$ cat src/rtl/pipe_hazard_ctrl.sv
// Hazard/interlock controller for the 5-stage MIPS pipe: load-use and branch interlocks, redirect flush, memory-wait freeze, interrupt entry, perf counters.
// Latency: control outputs are combinational in the current cycle; epc, in_handler and counters update at the next rising edge.
// Backpressure: a memory access without mem_ready freezes the whole pipe until mem_ready; freeze overrides every other control output.
//
// Ports:
//   clk, reset            rising-edge clock, synchronous active-high reset
//   ID inputs             valid_id, rs_id/rt_id with use flags, branch_id, jr_id, redirect_id, eret_id, pc_id
//   EX/MEM inputs         wa_ex, regwr_ex, memrd_ex, wa_mem, memrd_mem, mem_req, mem_ready
//   irq                   level interrupt request
//   stall/bubble_ex/flush_id/freeze/irq_take   pipeline control (combinational)
//   epc, in_handler       interrupt return PC and handler mask (registered)
//   stall_cnt, flush_cnt  saturating performance counters (registered)

module pipe_hazard_ctrl #(
  parameter int AW    = 5,
  parameter int DW    = 32,
  parameter int CNT_W = 16
) (
  input  logic             clk,
  input  logic             reset,
  input  logic             valid_id,
  input  logic [AW-1:0]    rs_id,
  input  logic [AW-1:0]    rt_id,
  input  logic             use_rs_id,
  input  logic             use_rt_id,
  input  logic             branch_id,
  input  logic             jr_id,
  input  logic             redirect_id,
  input  logic             eret_id,
  input  logic [DW-1:0]    pc_id,
  input  logic [AW-1:0]    wa_ex,
  input  logic             regwr_ex,
  input  logic             memrd_ex,
  input  logic [AW-1:0]    wa_mem,
  input  logic             memrd_mem,
  input  logic             mem_req,
  input  logic             mem_ready,
  input  logic             irq,
  output logic             stall,
  output logic             bubble_ex,
  output logic             flush_id,
  output logic             freeze,
  output logic             irq_take,
  output logic [DW-1:0]    epc,
  output logic             in_handler,
  output logic [CNT_W-1:0] stall_cnt,
  output logic [CNT_W-1:0] flush_cnt
);

  typedef enum logic {
    S_RUN  = 1'b0,
    S_WAIT = 1'b1
  } state_t;

  localparam logic [CNT_W-1:0] CntOne = {{(CNT_W-1){1'b0}}, 1'b1};

  state_t state;
  state_t nextState;
  logic   irqPend;

  // Register $0 never creates a dependency.
  logic rsHitEx, rtHitEx, rsHitMem, rtHitMem;
  logic depEx, depMem, loadUse, branchDep, haz;
  logic eretClear;

  assign rsHitEx  = use_rs_id && (rs_id != '0) && (rs_id == wa_ex);
  assign rtHitEx  = use_rt_id && (rt_id != '0) && (rt_id == wa_ex);
  assign rsHitMem = use_rs_id && (rs_id != '0) && (rs_id == wa_mem);
  assign rtHitMem = use_rt_id && (rt_id != '0) && (rt_id == wa_mem);

  assign depEx     = regwr_ex  && (rsHitEx  || rtHitEx);
  assign depMem    = memrd_mem && (rsHitMem || rtHitMem);
  assign loadUse   = memrd_ex && depEx;
  // ID-stage compares cannot use the EX->ID forward of a load, so a load
  // producer holds here for a second cycle via the MEM-stage term.
  assign branchDep = (branch_id || jr_id) && (depEx || depMem);
  assign haz       = valid_id && (loadUse || branchDep);

  always_comb begin
    nextState = state;
    stall     = 1'b0;
    bubble_ex = 1'b0;
    flush_id  = 1'b0;
    freeze    = 1'b0;
    irq_take  = 1'b0;
    eretClear = 1'b0;
    if (!reset) begin
      case (state)
        S_RUN: begin
          if (mem_req && !mem_ready) begin
            nextState = S_WAIT;
            freeze    = 1'b1;
          end
        end
        S_WAIT: begin
          if (mem_ready) nextState = S_RUN;
          else           freeze    = 1'b1;
        end
        default: nextState = S_RUN;
      endcase

      if (!freeze) begin
        if (irqPend && !in_handler && valid_id && !haz) begin
          // The ID instruction is killed; it re-executes after eret.
          irq_take  = 1'b1;
          flush_id  = 1'b1;
          bubble_ex = 1'b1;
        end else if (haz) begin
          stall     = 1'b1;
          bubble_ex = 1'b1;
        end else if (redirect_id && valid_id) begin
          flush_id  = 1'b1;
        end
        eretClear = eret_id && valid_id && !haz;
      end
    end
  end

  always_ff @(posedge clk) begin
    if (reset) begin
      state      <= S_RUN;
      irqPend    <= 1'b0;
      in_handler <= 1'b0;
      epc        <= '0;
      stall_cnt  <= '0;
      flush_cnt  <= '0;
    end else begin
      state <= nextState;
      if (irq_take) begin
        irqPend    <= 1'b0;
        in_handler <= 1'b1;
        epc        <= pc_id;
      end else begin
        irqPend <= irq;
        if (eretClear) in_handler <= 1'b0;
      end
      if ((stall || freeze) && (stall_cnt != '1)) stall_cnt <= stall_cnt + CntOne;
      if (flush_id && (flush_cnt != '1))          flush_cnt <= flush_cnt + CntOne;
    end
  end

endmodule

$ cat config.mk
export PLATFORM = sky130hd
export DESIGN_NAME = pipe_hazard_ctrl
export DESIGN_NICKNAME = d
export VERILOG_FILES = /design/src/rtl/pipe_hazard_ctrl.sv
export SDC_FILE = /design/constraint.sdc
export NUM_CORES = 1
export LEC_CHECK = 0
export ABC_CLOCK_PERIOD_IN_PS = 4000
export BUFFER_PORTS_ARGS = -buffer_cell sky130_fd_sc_hd__buf_4
export CORE_ASPECT_RATIO = 1.75
export CORE_UTILIZATION = 35
export DETAILED_ROUTE_END_ITERATION = 7
export HOLD_SLACK_MARGIN = 0.02
export SLEW_MARGIN = 15
export SYNTH_ARGS = -nofsm -noshare
export SYNTH_HDL_FRONTEND = slang
export SYNTH_SLANG_ARGS = --single-unit
export TNS_END_PERCENT = 10
$ cat constraint.sdc
create_clock -name clk -period 4 [get_ports clk]
set_input_delay 0.4 -clock clk [delete_from_list [all_inputs] [get_ports clk]]
set_output_delay 0.4 -clock clk [all_outputs]
set_load 0.03 [all_outputs]
# Word-level counts from Yosys, hierarchy flattened
# Index checks and enable logic that the tools add are counted.
# totals
output_inout_bits	70
reg_bits	67
# classes
add_sub_neg	2
reduce_logical	33
n_mux	24
n_bitwise	1
eq_ne	6
# op_table
op	n
adder 16 x 1 -> 16 bit, second input constant	2
inequality test 16 bit, second input constant	2
2-to-1 mux 1 bit	23
equality test 5 bit	4
logical AND 1 bit	20
nonzero test 5 bit	2
logical OR 1 bit	6
logical NOT 1 bit	3
case mux 1 bit (2 select lines)	1
nonzero test 2 bit	1
OR reduction 2 bit	1
inverter 1 bit	1

# Longest topological paths before layout
# logic_depth
ltp_word	16
mapped_depth	10

# Worst setup path before layout
# OpenSTA, ideal clock, no wires.
# synth_path
path_type	input to output
from	input rs_id[1]
to	output flush_id
t_arrival_ps	2321
path_buffers	2
stages	8
t_required_ps	3600
slack_ps	1279
cell_sequence	or4_1 o21ai_2 nor4_1 o221a_1 or3_4 buf_6 clkbuf_1 inv_1
# synth_via
elab_chain_cells	14
# synth_lines
element	line_no	text
start: declaration	22	input logic [AW-1:0] rs_id,
nonzero test 5 bit	66, 68	
logical AND 1 bit	66, 68	
logical AND 1 bit, on equally long branches	66, 68	
logical OR 1 bit, on equally long branches	71, 72	
logical AND 1 bit, on equally long branches	71, 72	
logical OR 1 bit	76	assign branchDep = (branch_id || jr_id) && (depEx || depMem);
logical AND 1 bit	76	
logical OR 1 bit (*)	77	assign haz = valid_id && (loadUse || branchDep);
logical AND 1 bit (*)	77	
logical NOT 1 bit	103	if (irqPend && !in_handler && valid_id && !haz) begin
logical AND 1 bit	103	
2-to-1 mux 1 bit (*)	103	
2-to-1 mux 1 bit (*)	102	if (!freeze) begin
2-to-1 mux 1 bit (*)	87	if (!reset) begin
end: declaration	41	output logic flush_id,
# Mark *: on every way between the ends. The rest lies on a longest branch, timed or not.

# Worst setup path after layout
# layout_path
from	input rs_id[1]
to	output irq_take
# layout_via
elab_chain_cells	14
# layout_lines
element	line_no	text
nonzero test 5 bit	66, 68	
logical AND 1 bit	66, 68	
logical AND 1 bit, on equally long branches	66, 68	
logical OR 1 bit, on equally long branches	71, 72	
logical AND 1 bit, on equally long branches	71, 72	
logical OR 1 bit	76	
logical AND 1 bit	76	
logical OR 1 bit (*)	77	
logical AND 1 bit (*)	77	
logical NOT 1 bit (*)	103	
logical AND 1 bit (*)	103	
2-to-1 mux 1 bit (*)	103	
2-to-1 mux 1 bit (*)	102	
2-to-1 mux 1 bit (*)	87	
end: declaration	43	output logic irq_take,
# Marks and branches as above.

==> results.md <==
* Yosys reg bits at 67
* Most frequent cells after synthesis: dfxtp_1 (67), nor2_1 (46), mux2i_1 (37)
* First-pass iteration count of the detailed router at 4
* Syn nets at 432
* CP required at 3.60 ns
* Chip Width at 75.3 µm
* Asr flop ratio synth at 0%
* Vias per inst at 5.29
* CTS tree: built
* Fmax at 0.341 GHz
* Clock root cell: clkbuf_16
* Final hold vios at 0
* # fillers at 911
* Max Cap Violations at 0
* Comb power frac at 11.3%
* Iter 0 DRT Violations at 187
* Internal at 0.00128 W
* LEAKAGE at 2.21 nW
* Hold WC Path Type: in -> reg
* Clock Tree Buf Depth at 2
* First-pass GRT wire length at 15,100 µm
* Total track usage at 20.4%
* Minimum clock period at 2.94 ns
* Hold buffers post-CTS at 0
* Multi-input logic area at 1850 µm²
* Sw Ratio at 22.8%
* Total gr overflow at 0
* Post-CTS Setup Inserts at 0
* Critical path class: in -> out
* Routed Wire Length at 9590 µm
* Initial antenna violation count at 0
* DP HPWL at 7050 µm
* Max VDD drop at 0.000269 V
* Post-route clock skew at 0.00772 ns
* Mapped cell area at 3290 µm²
* Clk sinks at 67
* Site Rows at 46
* Finish-stage setup viols at 0
* DP Area at 4420 µm²
* Initial cell density of the core at 36.2%
* N_diodes at 0
* Port bufs at 136
* Core Region at 9090 µm²
* H-tree depth at 3
* Prevailing post-synth register cell: dfxtp_1
* Layout cell share with drive strength beyond 1 at 33.3%
* Vias at 3,288
* Net Switching at 0.000379 W
* CP max FO at 9
* Worst Path Arrival at 2.54 ns
* Slew margin rel. at 52.2%
* Crit share post-route at 73.4%
* Area growth from synthesis to layout at 43.4%
* Final Util at 51.9%
* PD cells at 352 nW/µm²
* Vias in the first global route at 3,184
* I/O Pins at 137
* Clock Latency Late Sink at 0.33 ns
* Syn_area_per_cell at 9.07 µm²
* Total CTS buffers at 9
* Die ar. at 9810 µm²
* Cell count after synthesis at 363
* RSZ-0062 raised after global routing: false
* Clk pwr share at 47.3%
* Post-route DRC at 0
* Sequential share of the synthesized area at 40.7%
* Area leader, netlist: dfxtp_1
* Max Slew Vio Count at 0
* Status: finished, final reports clean
* GPL Wtd Cong at 0.778
* Part of the power in registers at 41.4%
* Post-synth EDFFs at 0
* DR WL/cell at 15.4 µm
* DIE HEIGHT at 130 µm
* Yosys warning total at 0
* Cts repair resizes at 0
* Top post-synthesis cells by area: dfxtp_1 (41%), mux2i_1 (11%), nor2_1 (5.2%)
* Largest net degree at the start of global routing at 67
* Worst-path clk slew at 0.06 ns
* Share of the synthesized area in the top cell type at 40.7%
* Antenna viol nets, final at 0
* Most common cell in the netlist: dfxtp_1
* Crit end category: primary output
* Sum of negative setup slack at 0 ns
* Synth unique cells at 47
* # nets final at 566
* Measured slew at the worst slew-check pin at 0.717 ns
* Final Cell Area at 4720 µm²
* Register area at 1340 µm²
* Worst setup SP type: input port
[power groups by stage]
stage | sequential [W] | clock [W] | combinational, W
2_1_floorplan | 0.000723 | 0 | 0.0000725
5_1_grt | 0.000689 | 0.000833 | 0.000203
6_report | 0.000688 | 0.000787 | 0.000187
4_1_cts | 0.000688 | 0.000816 | 0.000189
3_5_place_dp | 0.000702 | 0 | 0.000189
3_3_place_gp | 0.000702 | 0 | 0.000187
[cell usage in the layout (no fill, tap or decap), types with 11 or more instances in the layout]
| master | netlist | final |
|---|---|---|
| mux2i_1 | 37 | 37 |
| nor2_1 | 46 | 46 |
| or4_1 | 11 | 11 |
| nand3_1 | 16 | 16 |
| buf_4 | 0 | 142 |
| xnor2_1 | 12 | 12 |
| nor2b_1 | 11 | 11 |
| a21oi_1 | 13 | 13 |
| dfxtp_1 | 67 | 67 |
| nand2_1 | 19 | 19 |
[state kept, by name (all words and copies together) (netlist names)]
signal	count
epc	32
stall_cnt	16
in_handler	1
flush_cnt	16
irqPend	1
state	1
[area by class of cell]
| type | count | share of cell area, % |
|---|---|---|
| Multi-Input combinational cell | 272 | 39.2 |
| Sequential cell | 67 | 28.4 |
| Timing Repair Buffer | 142 | 22.6 |
| Clock buffer | 13 | 5.51 |
| Tap cell | 120 | 3.18 |
| Clock inverter | 2 | 0.742 |
| Inverter | 5 | 0.398 |
[metrics by stage]
step / hold WS [ns] / power, W / std cells / worst slack [ns]
global route: 0.308 / 0.00172 / 621 / 0.857
global placement: 0.476 / 0.000888 / 606 / 1.01
finish: 0.302 / 0.00166 / 621 / 1.06
detailed placement: 0.485 / 0.000890 / 606 / 0.948
CTS: 0.289 / 0.00169 / 621 / 1.06
floorplan: 0.544 / 0.000796 / 363 / 1.28
[logic make-up after synthesis]
| family | count (synthesis) | synth area share (%) |
|---|---|---|
| AO/OA/AOI/OAI | 64 | 13.7 |
| XOR/XNOR | 21 | 5.59 |
| adder cells (fa/ha/maj) | 2 | 0.760 |
| buffers and inverters | 24 | 3.12 |
| flip-flops | 67 | 40.7 |
| multiplexers | 46 | 14.3 |
| AND/OR/NAND/NOR | 139 | 21.7 |
[routing by layer]
| layer | track usage [%] | wire, µm | up-vias |
|---|---|---|---|
| li1 | - | - | 1609 |
| met1 | 20.0 | 3560 | 1545 |
| met2 | 37.3 | 5160 | 114 |
| met3 | 5.41 | 598 | 20 |
| met4 | 11.1 | 263 | 0 |
| met5 | 0 | 0 | - |
[path summary, 6_finish.rpt]
path         slack [ns]  cells past startpoint                    endpoint                 startpoint
max                1.06                      9                    irq_take                   rs_id[1]
min                0.30                      3        epc[15]$_SDFFE_PP0P_                  pc_id[15]
max reg2reg        1.48                      7  stall_cnt[11]$_SDFFE_PP0P_  stall_cnt[2]$_SDFFE_PP0P_
min reg2reg        0.49                      2         epc[1]$_SDFFE_PP0P_        epc[1]$_SDFFE_PP0P_
[worst max-delay path, cell delays in order]
cell	delay (ns)
buf_4	0.13
or4_1	0.53
o21ai_2	0.21
nor4_1	0.15
o221ai_1	0.24
nand4_1	0.31
buf_4	0.30
nor2_1	0.10
buf_4	0.17
No activity file was read; power rests on OpenSTA's default activity.
